### src/rtl/signal_meter_pkg.sv
// Shared encodings for the signal meter: measurement modes and FSM states.
package signal_meter_pkg;

  typedef enum logic [1:0] {
    MODE_FREQ   = 2'b00,
    MODE_PERIOD = 2'b01,
    MODE_DUTY   = 2'b10,
    MODE_RSVD   = 2'b11
  } mode_e;

  typedef enum logic [1:0] {
    IDLE    = 2'b00,
    ARM     = 2'b01,
    MEASURE = 2'b10,
    DONE    = 2'b11
  } state_e;

  // Reserved mode is treated as a frequency measurement.
  function automatic logic is_freq(input mode_e m);
    return (m == MODE_FREQ) || (m == MODE_RSVD);
  endfunction

endpackage

### src/rtl/signal_meter_if.sv
// Control and report bundle between a signal meter and its user.
interface signal_meter_if #(parameter int CNT_W = 32) ();
  logic             en;
  logic [1:0]       mode;
  logic             sig;
  logic [CNT_W-1:0] result;
  logic [CNT_W-1:0] aux;
  logic             valid;
  logic             overflow;
  logic             timeout;
  logic             busy;

  modport master (output en, mode, sig,
                  input  result, aux, valid, overflow, timeout, busy);
  modport slave  (input  en, mode, sig,
                  output result, aux, valid, overflow, timeout, busy);
endinterface

### src/rtl/signal_meter_sig_edge_sync.sv
// Two-flop synchroniser for the measured signal plus a registered edge detector.
module sig_edge_sync (
  input  logic clk,
  input  logic rst,
  input  logic sig,
  output logic rise,
  output logic fall
);

  logic s1, s2, s3;

  always_ff @(posedge clk or posedge rst) begin
    if (rst) begin
      s1 <= 1'b0;
      s2 <= 1'b0;
      s3 <= 1'b0;
    end else begin
      s1 <= sig;
      s2 <= s1;
      s3 <= s2;
    end
  end

  assign rise = s2 & ~s3;
  assign fall = ~s2 & s3;

endmodule

### src/rtl/signal_meter.sv
// Frequency / period / duty meter with saturating counters and edge timeout.
// state   | meaning
// IDLE    | not measuring; starts a run when en=1
// ARM     | period/duty: waiting for the first rise (timeout guarded)
// MEASURE | freq: counting rises over the gate; period/duty: to the next rise
// DONE    | one-cycle report (valid high); restarts directly if en=1
module signal_meter
  import signal_meter_pkg::*;
#(
  parameter int CNT_W          = 32,
  parameter int GATE_CYCLES    = 100000000,
  parameter int TIMEOUT_CYCLES = 200000000
) (
  input logic           clk,
  input logic           rst,
  signal_meter_if.slave bus
);

  localparam int TMR_MAX = (GATE_CYCLES > TIMEOUT_CYCLES) ? GATE_CYCLES : TIMEOUT_CYCLES;
  localparam int TMR_W   = $clog2(TMR_MAX + 1);
  localparam logic [TMR_W-1:0] GATE_LD = TMR_W'(GATE_CYCLES - 1);
  localparam logic [TMR_W-1:0] TO_LD   = TMR_W'(TIMEOUT_CYCLES - 1);

  state_e           state, next_state;
  mode_e            mode_q, mode_in;
  logic             rise, fall, hi_phase;
  logic [TMR_W-1:0] timer;
  logic [CNT_W-1:0] cnt, hi, cnt_n, hi_n;
  logic [CNT_W-1:0] result_q, aux_q;
  logic             ovf, ovf_n, valid_q, ovf_q, to_q;
  logic             start, arm_hit, fin, to_hit;
  logic             freq_q, duty_q, abort, tmr_zero, cnt_inc, hi_inc;

  sig_edge_sync u_sync (
    .clk  (clk),
    .rst  (rst),
    .sig  (bus.sig),
    .rise (rise),
    .fall (fall)
  );

  assign mode_in  = mode_e'(bus.mode);
  assign freq_q   = is_freq(mode_q);
  assign duty_q   = (mode_q == MODE_DUTY);
  assign abort    = !bus.en || (mode_in != mode_q);
  assign tmr_zero = (timer == '0);

  // Counters stick at all-ones; any increment attempted there flags overflow.
  assign cnt_inc = freq_q ? rise : 1'b1;
  assign hi_inc  = duty_q & hi_phase;
  assign cnt_n   = (cnt_inc && !(&cnt)) ? cnt + CNT_W'(1) : cnt;
  assign hi_n    = (hi_inc && !(&hi)) ? hi + CNT_W'(1) : hi;
  assign ovf_n   = ovf | (cnt_inc & (&cnt)) | (hi_inc & (&hi));

  always_comb begin
    next_state = state;
    start      = 1'b0;
    arm_hit    = 1'b0;
    fin        = 1'b0;
    to_hit     = 1'b0;
    case (state)
      IDLE: start = bus.en;
      ARM: begin
        if (abort) next_state = IDLE;
        else if (rise) begin
          next_state = MEASURE;
          arm_hit    = 1'b1;
        end else if (tmr_zero) begin
          next_state = DONE;
          to_hit     = 1'b1;
        end
      end
      MEASURE: begin
        if (abort) next_state = IDLE;
        else if (freq_q) begin
          if (tmr_zero) begin
            next_state = DONE;
            fin        = 1'b1;
          end
        end else if (rise) begin
          next_state = DONE;
          fin        = 1'b1;
        end else if (tmr_zero) begin
          next_state = DONE;
          to_hit     = 1'b1;
        end
      end
      DONE: begin
        next_state = IDLE;
        start      = bus.en;
      end
      default: next_state = IDLE;
    endcase
    if (start) next_state = is_freq(mode_in) ? MEASURE : ARM;
  end

  always_ff @(posedge clk or posedge rst) begin
    if (rst) begin
      state    <= IDLE;
      mode_q   <= MODE_FREQ;
      hi_phase <= 1'b0;
      timer    <= '0;
      cnt      <= '0;
      hi       <= '0;
      ovf      <= 1'b0;
      result_q <= '0;
      aux_q    <= '0;
      ovf_q    <= 1'b0;
      to_q     <= 1'b0;
      valid_q  <= 1'b0;
    end else begin
      state   <= next_state;
      valid_q <= 1'b0;
      if (rise)      hi_phase <= 1'b1;
      else if (fall) hi_phase <= 1'b0;

      if (start) begin
        mode_q <= mode_in;
        timer  <= is_freq(mode_in) ? GATE_LD : TO_LD;
        cnt    <= '0;
        hi     <= '0;
        ovf    <= 1'b0;
      end else if (arm_hit) begin
        timer <= TO_LD;
        cnt   <= '0;
        hi    <= '0;
        ovf   <= 1'b0;
      end else begin
        if ((state == ARM || state == MEASURE) && !tmr_zero)
          timer <= timer - TMR_W'(1);
        if (state == MEASURE) begin
          cnt <= cnt_n;
          hi  <= hi_n;
          ovf <= ovf_n;
        end
      end

      if (fin) begin
        result_q <= duty_q ? hi_n : cnt_n;
        aux_q    <= duty_q ? cnt_n : '0;
        ovf_q    <= ovf_n;
        to_q     <= 1'b0;
        valid_q  <= 1'b1;
      end else if (to_hit) begin
        result_q <= '0;
        aux_q    <= '0;
        ovf_q    <= 1'b0;
        to_q     <= 1'b1;
        valid_q  <= 1'b1;
      end
    end
  end

  assign bus.result   = result_q;
  assign bus.aux      = aux_q;
  assign bus.valid    = valid_q;
  assign bus.overflow = ovf_q;
  assign bus.timeout  = to_q;
  assign bus.busy     = (state != IDLE);

endmodule

### src/flat_wrapper.sv
// flat-port wrapper written by rule: the top's interface ports become plain ports
module signal_meter_flat import signal_meter_pkg::*;
#(
  parameter int CNT_W          = 32,
  parameter int GATE_CYCLES    = 100000000,
  parameter int TIMEOUT_CYCLES = 200000000
)
  (clk, rst, bus_en, bus_mode, bus_sig, bus_result, bus_aux, bus_valid, bus_overflow, bus_timeout, bus_busy);
  signal_meter_if #(.CNT_W(CNT_W)) bus_i ();
  input logic clk;
  input logic rst;
  input wire logic [$bits(bus_i.en)-1:0] bus_en;
  input wire logic [$bits(bus_i.mode)-1:0] bus_mode;
  input wire logic [$bits(bus_i.sig)-1:0] bus_sig;
  output wire logic [$bits(bus_i.result)-1:0] bus_result;
  output wire logic [$bits(bus_i.aux)-1:0] bus_aux;
  output wire logic [$bits(bus_i.valid)-1:0] bus_valid;
  output wire logic [$bits(bus_i.overflow)-1:0] bus_overflow;
  output wire logic [$bits(bus_i.timeout)-1:0] bus_timeout;
  output wire logic [$bits(bus_i.busy)-1:0] bus_busy;
  assign bus_i.en = bus_en;
  assign bus_i.mode = bus_mode;
  assign bus_i.sig = bus_sig;
  assign bus_result = bus_i.result;
  assign bus_aux = bus_i.aux;
  assign bus_valid = bus_i.valid;
  assign bus_overflow = bus_i.overflow;
  assign bus_timeout = bus_i.timeout;
  assign bus_busy = bus_i.busy;
  signal_meter #(.CNT_W(CNT_W), .GATE_CYCLES(GATE_CYCLES), .TIMEOUT_CYCLES(TIMEOUT_CYCLES)) u_core (.clk(clk), .rst(rst), .bus(bus_i));
endmodule
### config.mk
export PLATFORM = sky130hd
export DESIGN_NAME = signal_meter_flat
export DESIGN_NICKNAME = d
export VERILOG_FILES = /design/src/rtl/signal_meter_pkg.sv /design/src/rtl/signal_meter_if.sv /design/src/rtl/signal_meter_sig_edge_sync.sv /design/src/rtl/signal_meter.sv /design/src/flat_wrapper.sv
export SDC_FILE = /design/constraint.sdc
export NUM_CORES = 1
export LEC_CHECK = 0
export ABC_AREA = 1
export CAP_MARGIN = 20
export CORE_MARGIN = 2
export CORE_UTILIZATION = 45
export CTS_BUF_LIST = sky130_fd_sc_hd__clkbuf_8 sky130_fd_sc_hd__clkbuf_16
export CTS_CLUSTER_SIZE = 40
export DETAILED_ROUTE_END_ITERATION = 8
export PLACE_DENSITY = 0.67
export SLEW_MARGIN = 20
export SYNTH_ARGS = -nofsm -noshare
export SYNTH_HDL_FRONTEND = slang
export SYNTH_SLANG_ARGS = --single-unit
### constraint.sdc
create_clock -name clk -period 10.28 [get_ports clk]
set_input_delay 3.084 -clock clk [delete_from_list [all_inputs] [get_ports clk]]
set_output_delay 3.084 -clock clk [all_outputs]
set_load 0.1 [all_outputs]
==> results of run 1 <==
[cells in the mapped netlist, types with 10 or more instances]
cell	n	area, µm²
nor2_1	184	691
clkbuf_1	10	37.5
o21ai_2	12	105
nor3_1	15	75.1
buf_6	18	203
a21oi_1	38	190
buf_2	13	65.1
o22ai_1	26	163
o21ai_1	19	95.1
nand3_1	113	566
xor2_1	27	236
inv_1	142	533
o21ai_0	60	300
dfrtp_1	168	4200
nand2_1	558	2090
[cell type report]
type	count	area, µm²
clock buffer	18	439
timing repair buffer	76	753
sequential	168	4200
inverter	155	592
fill	2237	10900
multi-input combinational	1114	5070
tap	285	357
clock inverter	14	153
[final timing paths]
kind | end | slack (ps) | cells past startpoint
setup reg to reg | u_core.hi[15]$_DFFE_PP0P_ | 6640 | 9
hold reg to reg | u_core.u_sync.s2$_DFF_PP0_ | 350 | 0
hold / removal | u_core.u_sync.s2$_DFF_PP0_ | 350 | 0
setup / recovery | u_core.hi[15]$_DFFE_PP0P_ | 4380 | 9
min in group asynchronous | u_core.bus.aux[4]$_DFFE_PP0P_ | 3190 | 2
max in group asynchronous | u_core.hi[31]$_DFFE_PP0P_ | 5670 | 3
[logic make-up (layout without fill, tap and decap cells)]
| kind of cell | count (synthesis) | in the layout | synth area share (%) |
|---|---|---|---|
| AOI/OAI and AO/OA | 166 | 166 | 9.26 |
| xor gates and xnor gates | 28 | 28 | 2.48 |
| adders and majority gates | 9 | 9 | 1.11 |
| buffers and inverters | 199 | 263 | 8.97 |
| DFF | 168 | 168 | 41.3 |
| and+or+nand+nor | 911 | 911 | 36.9 |
[state kept, by name, indices dropped and copies added, names as in the netlist]
signal	flops
u_core.bus.aux	32
u_core.bus.overflow	1
u_core.bus.result	32
u_core.bus.timeout	1
u_core.bus.valid	1
u_core.cnt	32
u_core.hi	32
u_core.hi_phase	1
u_core.mode_q	2
u_core.ovf	1
u_core.state	2
u_core.timer	28
u_core.u_sync.s1	1
u_core.u_sync.s2	1
u_core.u_sync.s3	1
[critical path, stage by stage]
cell,delay (ps)
clkdlybuf4s50_1,510
xor2_1,150
nor2_1,90
nand3_1,70
nand2_1,410
nor2_2,220
buf_4,430
clkinv_1,830
o22ai_1,350
[routing by layer]
layer  routed length [µm]  part of all wire (%)  GRT usage (%)
met1                13900                    49           36.5
met2                12300                    43           37.4
met3                 1580                   5.6           3.84
met4                  503                   1.8           7.10
met5                    0                     0              0
[power by group through the flow]
stage	clock, mW	combinational, mW	sequential [mW]
floorplan	0	0.829	1.55
global placement	0	1.78	1.01
detailed placement	0	1.79	1.01
CTS	0.659	1.80	1.00
global route	0.685	1.95	1.03
finish	0.650	1.80	1.00
[per-stage QoR]
step / setup WS [ps] / cell area [µm²] / power (mW) / std cells / util (%)
global route: 4130 / 11600 / 3.66 / 1830 / 51.6
finish: 4380 / 11600 / 3.46 / 1830 / 51.6
CTS: 4440 / 11600 / 3.46 / 1830 / 51.6
floorplan: 2650 / 10200 / 2.37 / 1481 / -
global placement: 4090 / 11000 / 2.79 / 1798 / 48.9
detailed placement: 3990 / 11000 / 2.80 / 1798 / 48.9
==> run_results.csv, run 1 <==
group,metric,value,unit
synth,ys_ff_latch,168,
sta,hold_viol,0,
global_route,grt_pass1_vias,8848,
sta,whs,353,ps
synth,synth_flop_cell,"dfrtp_1",
setup_path,crit_fanout,40,
sta,clock_skew,18.1,ps
placed_design,port_buffers,73,
synth,ys_warn_count,0,
pwr,intPower,1.59,mW
pwr,combPwrFrac,52.2,%
clock_tree,root_buffer,"clkbuf_16",
global_route,grt_pass1_wl,46.8,mm
route,first_pass_iters,5,
global_route,grt_max_degree,102,
route,route.vias.total,9605,
sta,finalSetupTns,0,ps
clock_tree,clock_latency,440,ps
placed_design,gp_congestion,0.953,
clock_tree,post_cts_buffers,0,
die,start_util,45.4,%
sta,maxSlewViolCount,0,
die,ios,74,
synth,syn_nets,1496,
pwr,seqPwrFrac,29.0,%
hold_path,min_from,"u_core.u_sync.s1$_DFF_PP0_",
synth,ys_async_sr_fraction,100,%
synth,synth_area,10200,µm²
layout,drive_gt1_share,5.95,%
synth,postSynthCellCount,1481,
layout,layout_commonest_cell,"nand2_1",
die,die_area,23800,µm²
die,fp-row-count,55,
layout,syn_to_final_growth,13.6,%
global_route,grt_overflow,0,
clock_tree,h-tree-depth,4,
synth,syn_avg_cell_area,6.88,µm²
synth,ys_seq_area_share,41.3,%
die,die_x,154,µm
pwr,leakage,5.29,nW
job,cap_viol_max_count,0,
clock_tree,cts-resized-gates,0,
layout,final_cell_mix,"nand2_1 (558), nor2_1 (183), dfrtp_1 (168)",
sta,max_slew_margin,30.7,%
sta,fin_crit,5900,ps
outcome,status,"finished clean",
route,routed_wl,28.3,mm
sta,max_clock_freq,169,MHz
clock_tree,cts_made_buffers,17,
sta,final-setup-viol-count,0,
sta,tightestPinTransition,1040,ps
pwr,switchingPower,1.87,mW
die,die_h,154,µm
route,wl_per_cell,15.5,µm
synth,synth_cell_types,37,
setup_path,cp-startpoint,"bus_mode[1]",
layout,nets,1547,
route,drt_first_iter_violations,791,
setup_path,worstSetupStartpointType,"input pin",
clock_tree,cts_max_path_buffers,2,
clock_tree,cts_tree,"built",
setup_path,arrival,6230,ps
clock_tree,cts.clk_slew.worst_paths,80,ps
sta,post-route-period-util,57.4,%
pwr,ir_worst_vdd,0.286,mV
hold_path,hold_class,"reg2reg",
setup_path,required,10610,ps
clock_tree,cts_hold_buf,0,
setup_path,cp-end-kind,"flop",
pwr,pwr-share-clk,18.8,%
global_route,track_usage,24.6,%
pwr,p_per_area,299,nW/µm²
placed_design,dp_hpwl,20.5,mm
sta,grt_setup_unrepaired,"no",
synth,synth_edf_count,0,
pwr,switching_share,54.1,%
setup_path,rr_startpoint,"u_core.state[1]$_DFFE_PP0P_",
global_route,antenna_found_initial,0,
die,core_area,22400,µm²
layout,n_antenna_cell,0,
route,drcViolationCount,0,
route,via_per_inst,5.25,
setup_path,path_class,"in2reg",
route,ant_nets,0,
clock_tree,cts_sinks,168,
Power figures use the tool's default switching activity.
==> run 2: changes to the inputs <==
Clock period 10.28 ns to 5.49 ns, I/O delays scaled along.
==> run 2 against run 1 <==
Routed wire length rose by 1.9%. Register-to-register slack worse by 4200 ps. Combinational power up 91%.
==> run_results.csv, run 2 (synthesis results as in run 1) <==
group,metric,value,unit
outcome,status,"finished clean",
global_route,grt_overflow,0,
clock_tree,clock_latency,440,ps
die,start_util,45.4,%
placed_design,gp_congestion,0.911,
route,route.vias.total,9705,
layout,layout_commonest_cell,"nand2_1",
die,core_area,22400,µm²
sta,grt_setup_unrepaired,"no",
global_route,grt_pass1_vias,8952,
setup_path,slowest_stage,"clkdlybuf4s50_1",
sta,fin_crit,4000,ps
setup_path,regToRegSetupSlack,2480,ps
global_route,grt_pass1_wl,47.7,mm
sta,clock_skew,13.6,ps
global_route,antenna_found_initial,0,
sta,whs,354,ps
sta,final-setup-viol-count,0,
sta,maxSlewViolCount,0,
sta,hold_viol,0,
die,fp-row-count,55,
sta,max_slew_margin,32.2,%
route,via_per_inst,5.29,
hold_path,min_from,"u_core.u_sync.s1$_DFF_PP0_",
layout,final_cell_mix,"nand2_1 (558), nor2_1 (183), dfrtp_1 (168)",
sta,finalSetupTns,0,ps
layout,fill_cells,2168,
setup_path,r2r_end,"u_core.bus.result[11]$_DFFE_PP0P_",
setup_path,worstSetupStartpointType,"flop",
layout,syn_to_final_growth,14.5,%
pwr,p_per_area,564,nW/µm²
layout,fin_cells,1835,
placed_design,port_buffers,73,
layout,nets,1552,
setup_path,path_class,"reg2out",
setup_path,cp-end-kind,"output port",
setup_path,worstRegToRegCells,11,
placed_design,placed_cells,1802,
clock_tree,cts_made_buffers,17,
route,routed_wl,28.9,mm
clock_tree,cts-resized-gates,0,
setup_path,required,3840,ps
sta,post-route-period-util,72.8,%
setup_path,worst_path_largest_cell_delay,1130,ps
die,die_h,154,µm
sta,tightestPinTransition,1010,ps
layout,drive_gt1_share,6.26,%
job,cap_viol_max_count,0,
hold_path,min_delay_path_depth,0,
die,ios,74,
setup_path,crit_fanout,4,
sta,max_clock_freq,250,MHz
setup_path,cp_common_cell,"inv_1",
pwr,finalPower,6.58,mW
clock_tree,root_buffer,"clkbuf_16",
route,drt_first_iter_violations,777,
clock_tree,cts_max_path_buffers,2,
global_route,grt_max_degree,76,
setup_path,arrival,2350,ps
clock_tree,h-tree-depth,4,
hold_path,hold_class,"reg2reg",
route,first_pass_iters,6,
clock_tree,post_cts_buffers,0,
clock_tree,cts_hold_buf,0,
clock_tree,cts.clk_slew.worst_paths,70,ps
die,die_x,154,µm
clock_tree,cts_tree,"built",
route,wl_per_cell,15.7,µm
route,ant_nets,0,
layout,post-route-util,52.0,%
setup_path,crit_chain,"inv_1 -> ha_1 -> inv_1 -> clkdlybuf4s50_1",
setup_path,rr_startpoint,"u_core.mode_q[0]$_DFFE_PP0P_",
clock_tree,cts_sinks,168,
route,drcViolationCount,0,
global_route,track_usage,25.0,%
pwr,leakage,5.34,nW
pwr,ir_worst_vdd,0.556,mV
layout,n_antenna_cell,0,
hold_path,min_to,"u_core.u_sync.s2$_DFF_PP0_",
placed_design,dp_hpwl,20.9,mm
die,die_area,23800,µm²
==> run 2: worst max path at each step <==
stage | to | slack [ps] | startpoint | cells past startpoint
after floorplan | u_core.bus.aux[0]$_DFFE_PP0P_ | 1700 | rst | 1
after global placement | u_core.bus.aux[16]$_DFFE_PP0P_ | 1210 | bus_mode[0] | 11
after detailed placement | u_core.bus.aux[16]$_DFFE_PP0P_ | 1150 | bus_mode[0] | 11
after CTS | bus_busy | 1490 | u_core.state[0]$_DFFE_PP0P_ | 4
after global routing | u_core.bus.aux[11]$_DFFE_PP0P_ | 1310 | bus_mode[0] | 11
final | bus_busy | 1490 | u_core.state[0]$_DFFE_PP0P_ | 4
==> run 2: through the flow <==
| stage | area [µm²] | setup WS, ps |
|---|---|---|
| floorplan | 10200 | 1700 |
| finish | 11700 | 1490 |
| CTS | 11600 | 1490 |
| global route | 11700 | 1310 |
| detailed placement | 11000 | 1150 |
| global placement | 11000 | 1210 |
==> run 2: final cells by class <==
class                      count  area [µm²]  area share (%)
multi-input combinational   1114        5070            43.5
sequential                   168        4200            36.0
timing repair buffer          81         828            7.10
inverter                     155         589            5.05
clock buffer                  18         439            3.77
tap                          285         357            3.06
clock inverter                14         176            1.51
==> run 2: worst max-delay path: cells and delay by family, from the launching register on <==
| family | cells | cell delay (ps) |
|---|---|---|
| adder cells (fa/ha/maj) | 1 | 230 |
| buffers and inverters | 3 | 1300 |
| flip-flops | 1 | 390 |
==> run 2: power breakdown <==
group	internal [mW]	switching [mW]
registers	1.56	0.325
clock network	0.669	0.594
logic	0.804	2.63
total	3.03	3.55
==> run 2: metal layers <==
| metal | up-vias | GRT usage [%] | wire, µm |
|---|---|---|---|
| li1 | 4772 | - | - |
| met1 | 4582 | 36.6 | 13600 |
| met2 | 313 | 38.5 | 12900 |
| met3 | 38 | 4.48 | 1890 |
| met4 | 0 | 6.48 | 537 |
| met5 | - | 0 | 0 |
==> run 3: changes to the inputs <==
Clock period 5.49 ns to 3.71 ns, I/O delays scaled along.
==> run 3 against run 2 <==
Sequential cell count unchanged. Hold slack worse by 2.3 ps. Register-to-register slack worse by 1600 ps. Critical path depth is 4 higher. Die area unchanged. Cell count grew 0.38%. Clock-buffer cell count down 1. Via count is 0.86% lower. Clock skew is essentially flat. Power grew 47%. Combinational power up 46%. Sequential power increased by 48%. Critical endpoint is now u_core.hi[15]$_DFFE_PP0P_. Largest power group unchanged. Highest routed layer unchanged.
==> run_results.csv, run 3 (synthesis results as in run 1) <==
group,metric,value,unit
global_route,antenna_found_initial,0,
hold_path,min_from,"u_core.u_sync.s1$_DFF_PP0_",
layout,syn_to_final_growth,13.1,%
sta,max_slew_margin,40.6,%
setup_path,regToRegSetupSlack,900,ps
setup_path,cp-end-kind,"flop",
sta,fin_crit,2990,ps
hold_path,min_to,"u_core.u_sync.s2$_DFF_PP0_",
setup_path,worstSetupStartpointType,"input pin",
clock_tree,h-tree-depth,4,
global_route,track_usage,24.8,%
global_route,grt_max_degree,72,
setup_path,worstRegToRegCells,11,
hold_path,hold_class,"reg2reg",
sta,max_clock_freq,334,MHz
die,die_area,23800,µm²
die,fp-row-count,55,
clock_tree,cts-resized-gates,0,
die,die_h,154,µm
layout,final_cell_mix,"nand2_1 (558), nor2_1 (182), dfrtp_1 (168)",
route,routed_wl,28.8,mm
clock_tree,cts_max_path_buffers,2,
clock_tree,cts_tree,"built",
pwr,p_per_area,838,nW/µm²
sta,hold_viol,0,
job,cap_viol_max_count,0,
layout,n_antenna_cell,0,
setup_path,required,4030,ps
sta,layout_setup_ws,720,ps
route,drcViolationCount,0,
sta,tightestPinTransition,885,ps
placed_design,port_buffers,73,
global_route,grt_pass1_vias,9014,
placed_design,dp_hpwl,21.0,mm
placed_design,place_ws,285,ps
route,route.vias.total,9622,
sta,post-route-period-util,80.6,%
pwr,leakage,5.48,nW
die,core_area,22400,µm²
setup_path,path_class,"in2reg",
clock_tree,cts.clk_slew.worst_paths,70,ps
setup_path,crit_fanout,26,
route,ant_nets,0,
sta,final-setup-viol-count,0,
route,drt_first_iter_violations,839,
setup_path,rr_startpoint,"u_core.mode_q[0]$_DFFE_PP0P_",
layout,drive_gt1_share,11.1,%
clock_tree,post_cts_buffers,0,
route,first_pass_iters,5,
sta,clock_skew,13.4,ps
layout,fin_cells,1842,
layout,nets,1560,
die,ios,74,
hold_path,min_delay_path_depth,0,
sta,grt_setup_unrepaired,"no",
route,via_per_inst,5.22,
outcome,status,"finished clean",
clock_tree,root_buffer,"clkbuf_16",
sta,maxSlewViolCount,0,
clock_tree,cts_sinks,168,
route,wl_per_cell,15.6,µm
die,die_x,154,µm
setup_path,r2r_end,"u_core.bus.result[13]$_DFFE_PP0P_",
sta,finalSetupTns,0,ps
clock_tree,cts_hold_buf,0,
layout,layout_commonest_cell,"nand2_1",
placed_design,gp_congestion,0.928,
placed_design,placed_cells,1811,
die,start_util,45.4,%
global_route,grt_pass1_wl,47.0,mm
global_route,grt_overflow,0,
clock_tree,clock_latency,430,ps
clock_tree,cts_made_buffers,17,
setup_path,arrival,3310,ps
pwr,ir_worst_vdd,0.810,mV
[run 3: cell types whose count changed in the layout (fill, tap and decap cells not counted), sizes merged]
cell,change
clkinvlp,+2
clkbuf,-1
bufinv,+1
clkdlybuf4s50,-68
buf,+76
clkinv,-2
inv,-1
[run 3: per-layer routing]
| layer | vias up | global-route usage (%) | share of wire [%] |
|---|---|---|---|
| li1 | 4796 | - | - |
| met1 | 4496 | 35.7 | 48 |
| met2 | 290 | 39.0 | 45 |
| met3 | 40 | 3.75 | 5.7 |
| met4 | 0 | 7.19 | 1.9 |
| met5 | - | 0 | 0 |
[run 3: area by class of cell]
cell class / count / area (µm²)
clock buffer: 17 / 425
tap: 285 / 357
timing repair buffer: 89 / 706
sequential: 168 / 4200
fill: 2212 / 10900
clock inverter: 14 / 163
inverter: 155 / 589
multi-input combinational: 1114 / 5070
[run 3: power breakdown]
| part | total (mW) | internal (mW) | switching [mW] |
|---|---|---|---|
| registers | 2.79 | 2.31 | 0.478 |
| clock network | 1.83 | 1.01 | 0.824 |
| logic | 5.02 | 1.12 | 3.90 |
[run 3: critical path, stage by stage]
cell and delay (ps):
clkdlybuf4s50_1 510, xor2_1 150, nor2_1 80, nand3_1 80
nand2_1 130, nor2_2 150, clkinv_1 710, o22ai_1 370
[run 3: metrics by stage]
step	hold WS (ps)	util, %	area [µm²]	total power, mW
6_report	351	51.3	11500	9.65
5_1_grt	364	51.3	11500	10.2
4_1_cts	352	51.3	11500	9.67
3_5_place_dp	336	48.7	10900	7.82
3_3_place_gp	338	48.7	10900	7.76
2_1_floorplan	331	-	10200	6.58
[run 3: worst max path at each step]
stage                                            from                                end  slack, ps  depth (start not counted)
after floorplan                                   rst      u_core.bus.aux[0]$_DFFE_PP0P_        460                          1
after global placement                    bus_mode[0]  u_core.bus.result[13]$_DFFE_PP0P_        380                         13
after detailed placement                  bus_mode[1]          u_core.hi[12]$_DFFE_PP0P_        290                          8
after CTS                 u_core.timer[0]$_DFFE_PP0P_       u_core.timer[20]$_DFFE_PP0P_        710                         12
after global routing                      bus_mode[0]  u_core.bus.result[22]$_DFFE_PP0P_        580                         13
final                                     bus_mode[1]          u_core.hi[15]$_DFFE_PP0P_        720                          8
